<file path="config.mk">
export PLATFORM = sky130hd
export DESIGN_NAME = sa_output_deskew_flat
export DESIGN_NICKNAME = d
export VERILOG_FILES = /design/src/rtl/sa_output_deskew_if.sv /design/src/rtl/sa_output_deskew.sv /design/src/flat_wrapper.sv
export SDC_FILE = /design/constraint.sdc
export NUM_CORES = 1
export LEC_CHECK = 0
export BUFFER_PORTS_ARGS = -buffer_cell sky130_fd_sc_hd__buf_2
export CAP_MARGIN = 40
export CORE_UTILIZATION = 52
export CTS_CLUSTER_SIZE = 30
export DETAILED_ROUTE_END_ITERATION = 7
export PLACE_DENSITY = 0.67
export SYNTH_ARGS = -nofsm -noshare
export SYNTH_HDL_FRONTEND = slang
export SYNTH_SLANG_ARGS = --single-unit
</file>
<file path="constraint.sdc">
create_clock -name clk -period 9.4 [get_ports clk]
set_input_delay 1.88 -clock clk [delete_from_list [all_inputs] [get_ports clk]]
set_output_delay 1.88 -clock clk [all_outputs]
set_load 0.02 [all_outputs]
</file>
<file path="src/rtl/sa_output_deskew_if.sv">
// -----------------------------------------------------------------------------
// sa_output_deskew_if
// Bundles the bottom-row capture inputs, the advance/token controls and the
// downstream valid/ready result bus of the systolic-array output deskewer.
//
// Signals:
//   sa_outputs   : bottom-row outputs of the array, element c = column c
//   advance      : one array advance step this cycle
//   in_valid     : element 0 of a valid vector enters row 0 this step
//   can_advance  : deskewer can absorb a push this cycle
//   out_valid    : result vector available
//   out_ready    : downstream accepts out_data
//   out_data     : aligned result vector, element c = column c
//   err_overflow : sticky push-while-full flag (only with
//                  SA_DESKEW_OVERFLOW_FLAG_EN defined)
//
// Modports: slave = the deskewer, master = array/controller/downstream side.
// -----------------------------------------------------------------------------
interface sa_output_deskew_if #(
  parameter int SA_SIZE         = 8,
  parameter int ACTIVATION_SIZE = 8
);
  logic [SA_SIZE-1:0][ACTIVATION_SIZE-1:0] sa_outputs;
  logic                                    advance;
  logic                                    in_valid;
  logic                                    can_advance;
  logic                                    out_valid;
  logic                                    out_ready;
  logic [SA_SIZE-1:0][ACTIVATION_SIZE-1:0] out_data;
`ifdef SA_DESKEW_OVERFLOW_FLAG_EN
  logic                                    err_overflow;
`endif

  modport slave (
    input  sa_outputs, advance, in_valid, out_ready,
`ifdef SA_DESKEW_OVERFLOW_FLAG_EN
    output err_overflow,
`endif
    output can_advance, out_valid, out_data
  );

  modport master (
    output sa_outputs, advance, in_valid, out_ready,
`ifdef SA_DESKEW_OVERFLOW_FLAG_EN
    input  err_overflow,
`endif
    input  can_advance, out_valid, out_data
  );
endinterface

</file>
<file path="src/rtl/sa_output_deskew.sv">
// -----------------------------------------------------------------------------
// sa_output_deskew
// Collects the skewed per-column results from the systolic array's bottom row,
// re-aligns them into whole result vectors, buffers them in a small FIFO and
// hands them downstream on a valid/ready handshake. can_advance tells the GEMM
// controller whether the FIFO can take the push a future advance may cause.
//
// Ports:
//   clk    : clock
//   resetn : synchronous, active-low reset (clears tokens, delay lines, FIFO)
//   bus    : sa_output_deskew_if.slave (see interface header for signals)
//
// Optional feature: define SA_DESKEW_OVERFLOW_FLAG_EN to get the sticky
// err_overflow output, set when a push arrives while the FIFO is full.
// -----------------------------------------------------------------------------
module sa_output_deskew #(
  parameter int SA_SIZE         = 8,
  parameter int ACTIVATION_SIZE = 8,
  parameter int FIFO_DEPTH      = 4
) (
  input  logic               clk,
  input  logic               resetn,
  sa_output_deskew_if.slave  bus
);

  // Token age at which the last column's result is live on the array output.
  localparam int VLD_LEN = 2 * SA_SIZE - 2;
  localparam int PTR_W   = $clog2(FIFO_DEPTH);
  localparam int CNT_W   = PTR_W + 1;

  typedef logic [SA_SIZE-1:0][ACTIVATION_SIZE-1:0] vec_t;

  logic [VLD_LEN-1:0] r_vld_sr;
  vec_t               w_entry;
  vec_t               r_mem [FIFO_DEPTH];
  logic [PTR_W-1:0]   r_wr_ptr;
  logic [PTR_W-1:0]   r_rd_ptr;
  logic [CNT_W-1:0]   r_count;
  logic               w_full;
  logic               w_push_req;
  logic               w_push;
  logic               w_pop;

  // ---- Token pipeline: r_vld_sr[k] is the token presented k+1 steps ago ----
  always_ff @(posedge clk) begin
    if (!resetn) begin
      r_vld_sr <= '0;
    end else if (bus.advance) begin
      r_vld_sr <= {r_vld_sr[VLD_LEN-2:0], bus.in_valid};
    end
  end

  // ---- Column delay lines: column c waits N-1-c steps for the last column ----
  for (genvar c = 0; c < SA_SIZE - 1; c++) begin : g_dly
    localparam int D = SA_SIZE - 1 - c;
    logic [ACTIVATION_SIZE-1:0] r_line [D];

    always_ff @(posedge clk) begin
      if (!resetn) begin
        for (int k = 0; k < D; k++) r_line[k] <= '0;
      end else if (bus.advance) begin
        r_line[0] <= bus.sa_outputs[c];
        for (int k = 1; k < D; k++) r_line[k] <= r_line[k-1];
      end
    end

    assign w_entry[c] = r_line[D-1];
  end

  // The last column is produced exactly when the token completes.
  assign w_entry[SA_SIZE-1] = bus.sa_outputs[SA_SIZE-1];

  // ---- FIFO push/pop: full is judged from registered count only ----
  assign w_full     = (r_count == CNT_W'(FIFO_DEPTH));
  assign w_push_req = bus.advance & r_vld_sr[VLD_LEN-1];
  assign w_push     = w_push_req & ~w_full;
  assign w_pop      = (r_count != '0) & bus.out_ready;

  always_ff @(posedge clk) begin
    if (!resetn) begin
      for (int i = 0; i < FIFO_DEPTH; i++) r_mem[i] <= '0;
    end else if (w_push) begin
      r_mem[r_wr_ptr] <= w_entry;
    end
  end

  always_ff @(posedge clk) begin
    if (!resetn) begin
      r_wr_ptr <= '0;
      r_rd_ptr <= '0;
      r_count  <= '0;
    end else begin
      if (w_push) r_wr_ptr <= r_wr_ptr + PTR_W'(1);
      if (w_pop)  r_rd_ptr <= r_rd_ptr + PTR_W'(1);
      case ({w_push, w_pop})
        2'b10:   r_count <= r_count + CNT_W'(1);
        2'b01:   r_count <= r_count - CNT_W'(1);
        default: r_count <= r_count;
      endcase
    end
  end

  assign bus.can_advance = ~w_full;
  assign bus.out_valid   = (r_count != '0);
  assign bus.out_data    = r_mem[r_rd_ptr];

`ifdef SA_DESKEW_OVERFLOW_FLAG_EN
  logic r_err_overflow;

  // Sticky until reset; the offending entry is dropped regardless.
  always_ff @(posedge clk) begin
    if (!resetn) begin
      r_err_overflow <= 1'b0;
    end else if (w_push_req & w_full) begin
      r_err_overflow <= 1'b1;
    end
  end

  assign bus.err_overflow = r_err_overflow;
`endif

endmodule

</file>
<file path="src/flat_wrapper.sv">
// flat-port wrapper written by rule: the top's interface ports become plain ports
module sa_output_deskew_flat 
#(
  parameter int SA_SIZE         = 8,
  parameter int ACTIVATION_SIZE = 8,
  parameter int FIFO_DEPTH      = 4
)
  (clk, resetn, bus_sa_outputs, bus_advance, bus_in_valid, bus_out_ready, bus_can_advance, bus_out_valid, bus_out_data);
  sa_output_deskew_if #(.SA_SIZE(SA_SIZE), .ACTIVATION_SIZE(ACTIVATION_SIZE)) bus_i ();
  input  logic clk;
  input  logic resetn;
  input wire logic [$bits(bus_i.sa_outputs)-1:0] bus_sa_outputs;
  input wire logic [$bits(bus_i.advance)-1:0] bus_advance;
  input wire logic [$bits(bus_i.in_valid)-1:0] bus_in_valid;
  input wire logic [$bits(bus_i.out_ready)-1:0] bus_out_ready;
  output wire logic [$bits(bus_i.can_advance)-1:0] bus_can_advance;
  output wire logic [$bits(bus_i.out_valid)-1:0] bus_out_valid;
  output wire logic [$bits(bus_i.out_data)-1:0] bus_out_data;
  assign bus_i.sa_outputs = bus_sa_outputs;
  assign bus_i.advance = bus_advance;
  assign bus_i.in_valid = bus_in_valid;
  assign bus_i.out_ready = bus_out_ready;
  assign bus_can_advance = bus_i.can_advance;
  assign bus_out_valid = bus_i.out_valid;
  assign bus_out_data = bus_i.out_data;
  sa_output_deskew #(.SA_SIZE(SA_SIZE), .ACTIVATION_SIZE(ACTIVATION_SIZE), .FIFO_DEPTH(FIFO_DEPTH)) u_core (.clk(clk), .resetn(resetn), .bus(bus_i));
endmodule
</file>
Word-level counts from Yosys, hierarchy flattened
Memory sizes are Yosys's and may differ from the RTL's. A register that Yosys moved wholly into a read port is not among the register bits.
Index checks and enable logic that the tools add are counted.
Widths: inputs -> output; s select.
- bits in registers: 21
- RAM bits: 480
- output and inout port bits: 66
- logic and storage cells: 96
- memories: 8
- $add $sub $neg: 4
- eq/ne operators: 3
- mux-type cells: 42
- bitwise logic cells: 31
- reduce and logical (&&, ||, !) cells: 4
- memories (memory ; depth ; width ; read ports ; clocked after Yosys merged registers in ; wr ports ; line ; text):
    u_core.r_mem ; 4 ; 64 ; 1 ; 1 ; 4 ; sa_output_deskew.sv:35 ; vec_t r_mem [FIFO_DEPTH];
    u_core.g_dly[0].r_line ; 7 ; 8 ; 7 ; 0 ; 7 ; sa_output_deskew.sv:56 ; logic [ACTIVATION_SIZE-1:0] r_line [D];
    u_core.g_dly[1].r_line ; 6 ; 8 ; 6 ; 0 ; 6 ; sa_output_deskew.sv:56 ;
    u_core.g_dly[2].r_line ; 5 ; 8 ; 5 ; 0 ; 5 ; sa_output_deskew.sv:56 ;
    u_core.g_dly[3].r_line ; 4 ; 8 ; 4 ; 0 ; 4 ; sa_output_deskew.sv:56 ;
    u_core.g_dly[4].r_line ; 3 ; 8 ; 3 ; 0 ; 3 ; sa_output_deskew.sv:56 ;
    +2 memories ; n/a ; n/a ; n/a ; n/a ; n/a ; n/a ;
- operators with widths (operator ; number):
    $mux 8 ; 28
    $mux 64 ; 1
    $reduce_or 64->1 ; 1
    $or 1x1->1 ; 27
    $mux 1 ; 9
    $reduce_or 8->1 ; 1
    $mux 2 ; 3
    $pmux 3 s2 ; 1
    $add 2x1->2 const B ; 2
    $add 3x1->3 const B ; 1
    $and 1x1->1 ; 3
    $eq 3x3->1 const B ; 1
    $reduce_bool 3->1 ; 1
    $sub 3x1->3 const B ; 1
    $eq 2x1->1 const B ; 1
    $eq 2x2->1 const B ; 1
    $reduce_bool 2->1 ; 1
    $not 1->1 ; 1

Longest topological paths before layout
- depth after elaboration: 8
- mapped depth: 9
- gate-level depth less buffers: 9

Least setup slack after synthesis
Ideal clock, no wire load.
- path kind: input to register
- from: input bus_advance
- to: memory u_core.g_dly[0].r_line[0][0] (enable)
- arrival: 7.678 ns
- setup slack: 1.096 ns
- cell stages on the path: 3
- cell sequence: buf_4 > clkbuf_1 > nand2b_1
- RTL lines (element ; line ; text):
    start, declared ; flat_wrapper.sv:13 ; input wire logic [$bits(bus_i.advance)-1:0] bus_advance;
    end, declared ; sa_output_deskew.sv:56 ;

==> flow_summary.yaml <==
timing:
  finalCritPeriodShare_pct: 50.3
  finalHoldViolations: 0
  rsz0062_at_grt: "false"
  worst_pin_slew_ns: 0.880
  finalClockSkew_ns: 0.0167
  timing.fmax_mhz: 211
  tns_ns: 0
  setup_violations: 0
  slew_violations: 0
  slew_headroom_pct: 41.3
  period_needed_ns: 4.73
die:
  initial_utilization_pct: 52.7
  die_y_um: 200
  dieArea_um2: 39800
  rows: 72
  die_x_um: 200
  io-pin-count: 135
  core_area_um2: 38600
worst_setup_path:
  crit_path_end_kind: "output port"
  slowest_stage: "dfxtp_4"
  critical_path.top_delay_family: "buffers and inverters"
  crit_arrival_ns: 2.85
  r2r_cells: 9
  critical_path_buf_inv_count: 3
  required_ns: 7.52
  timing.rr.end: "u_core.r_count[2]"
  r2r_start: "u_core.r_count[2]"
  r2r_slack_ns: 6.56
  critPathKind: "register to output port"
  cp_slowest_stage_delay_ns: 0.64
  crit_fanout: 25
  start_kind: "register"
  cp_cell_sequence: "buf_4, buf_12, mux4_2, buf_2"
worst_hold_path:
  hp-class: "register to register"
  holdPathStages: 2
  hold_end: "u_core.r_vld_sr[7]"
  holdCritStartpoint: "u_core.r_vld_sr[7]"
clocking:
  clk_latency_ns: 0.57
  clk_pin_slew_ns: 0.06
  cts_setup_buffers: 0
  htree_num_levels: 2
  clock_sinks: 503
  cts_root_buf: "clkbuf_16"
  post_cts_resized: 0
  ctsHoldBuffers: 0
  cts_tree: "built"
  cts_buffer_depth: 3
  cts_made_buffers: 50
flow_run:
  maxCapViolCount: 0
placement:
  placed_cells: 1792
  place_hpwl_um: 19200
  placed_area_um2: 21600
  gp_routability_congestion: 0.749
  portBuffers: 134
synth:
  avgSynthCellArea_um2: 16.8
  yosysWarnings: 0
  syn_nets: 1283
  ys_seq_area_share_pct: 73.3
  yosys.cell_types.count: 32
  ys_ff_latch: 503
  syn_inst: 1212
  syn_area_um2: 20300
power:
  power_density_nw_per_um2: 200
  p_leak_nw: 9.23
  ir_worst_vdd_mv: 0.129
global_routing:
  grt_pass1_vias: 10100
  grt_usage_pct: 18.3
  grt_pass1_wl_um: 55000
  grt_max_degree: 100
  antenna_found_initial: 1
  overflow: 0
run_status:
  outcome: "finished, final reports clean"
final_layout:
  fin_cells: 1879
  syn_to_final_growth_pct: 13.8
  drive_gt1_share_pct: 21.8
  final_area_um2: 23100
  final_nets: 1397
drt:
  ant_nets: 0
  vias: 9918
  first_iter_violations: 533
  drc: 0
  wl_per_cell_um: 18.9
  vias_per_cell: 5.28
  drtPass1Iterations: 5
  wl_um: 35400
where the power goes:
part           internal (W)  total, W  switching, W
Combinational     0.0000599  0.000164      0.000104
Clock               0.00108   0.00186      0.000781
Sequential          0.00257   0.00260     0.0000352
worst register-to-register path, stage by stage (launching register included):
cell,delay (ns)
dfxtp_1,0.40
nor3b_4,0.52
inv_1,0.22
nand3_1,0.28
ha_1,0.25
inv_1,0.07
fa_1,0.42
xor2_1,0.16
or3_1,0.30
a21boi_0,0.16
cell families (layout without fill, tap and decap cells):
logic type                 Yosys count  after routing  synth area share (%)
and+or+nand+nor                    516            516                  16.1
AOI/OAI and AO/OA                    9              9                 0.283
adders and majority gates            2              2                 0.160
xor gates and xnor gates             4              4                 0.173
DFF                                503            503                  73.3
other                                0              1                     0
muxes                               79             79                  7.84
buffers and inverters               99            247                  2.22
layer usage:
| metal | up-vias | part of all wire, % | GRT usage [%] |
|---|---|---|---|
| li1 | 4757 | - | - |
| met1 | 4912 | 43 | 24.4 |
| met2 | 200 | 50 | 30.9 |
| met3 | 49 | 5.2 | 3.19 |
| met4 | 0 | 1.9 | 5.71 |
| met5 | - | 0 | 0 |
per-stage QoR:
stage          util (%)  power (W)  setup slack, ns  hold WS, ns
6_report           59.9    0.00462             4.67        0.519
5_1_grt            59.9    0.00478             4.44        0.542
4_1_cts            59.9    0.00468             4.55        0.520
3_5_place_dp       56.0    0.00282             4.76        0.508
3_3_place_gp       55.5    0.00281             4.52        0.495
2_1_floorplan         -    0.00276             1.10        0.482
flip-flops by register name, summed over array words and instances, names as in the netlist, named ones only:
register	flops
u_core.r_mem	256
u_core.g_dly.r_line	224
u_core.r_vld_sr	14
u_core.r_count	3
u_core.r_rd_ptr	2
u_core.r_wr_ptr	2
placed cells by master, fill, tap and decap left out, drive strengths merged:
cell and n:
a21o 1, ha 1, o31a 1, mux2i 15, clkbuf 66, fa 1
nor3b 1, inv 6, diode 1, o21ai 5, o311ai 1, mux4 64
clkinv 17, xnor2 3, buf 156, nand2 2, nand4 1, a21boi 1
and3 216, nand2b 4, or3 2, nor3 1, xor2 1, and2 268
nor2b 16, nor2 1, dfxtp 23, bufinv 2, nand3 2, nor4b 1
nor4 1, edfxtp 480
how the worst max path moves through the flow:
| stage | from | endpoint | slack (ns) | cells after the start |
|---|---|---|---|---|
| 3_3_place_gp | resetn | u_core.r_mem[0][56] | 4.52 | 5 |
| 4_1_cts | register | bus_out_data[24] | 4.55 | 4 |
| 6_report | register | bus_out_data[24] | 4.67 | 4 |
| 2_1_floorplan | bus_advance | u_core.g_dly[0].r_line[0][0] | 1.10 | 3 |
| 3_5_place_dp | resetn | u_core.r_mem[0][56] | 4.76 | 6 |
| 5_1_grt | register | bus_out_data[24] | 4.44 | 4 |
cells in the mapped netlist:
master / count / area [um^2]
and3_1: 216 / 1350
nor3b_4: 1 / 18.8
buf_2: 9 / 45.0
a21o_1: 1 / 7.51
buf_6: 5 / 56.3
a21boi_0: 1 / 7.51
nor2_2: 1 / 6.26
clkbuf_1: 72 / 270
nand2b_1: 4 / 25.0
dfxtp_1: 23 / 460
edfxtp_1: 480 / 14400
nand2_1: 2 / 7.51
mux2i_1: 15 / 150
fa_1: 1 / 20.0
nor3_4: 1 / 16.3
mux4_2: 64 / 1440
xnor2_1: 3 / 26.3
ha_1: 1 / 12.5
and2_1: 268 / 1680
nand3_1: 1 / 5.00
nor4b_2: 1 / 15.0
o31a_1: 1 / 8.76
inv_1: 5 / 18.8
nand3_2: 1 / 10.0
xor2_1: 1 / 8.76
o21ai_0: 5 / 25.0
or3_1: 2 / 12.5
nor2b_1: 16 / 100
nand4_1: 1 / 6.26
o311ai_0: 1 / 8.76
buf_4: 8 / 60.1
nor4_2: 1 / 12.5
final cells by class:
class	count	area, um^2
Antenna cell	1	2.50
Fill cell	2969	15500
Clock inverter	20	143
Tap cell	518	648
Timing Repair Buffer	156	986
Inverter	5	18.8
Multi-Input combinational cell	610	5050
Clock buffer	66	1380
Sequential cell	503	14900
(Power assumes the default switching activity.)
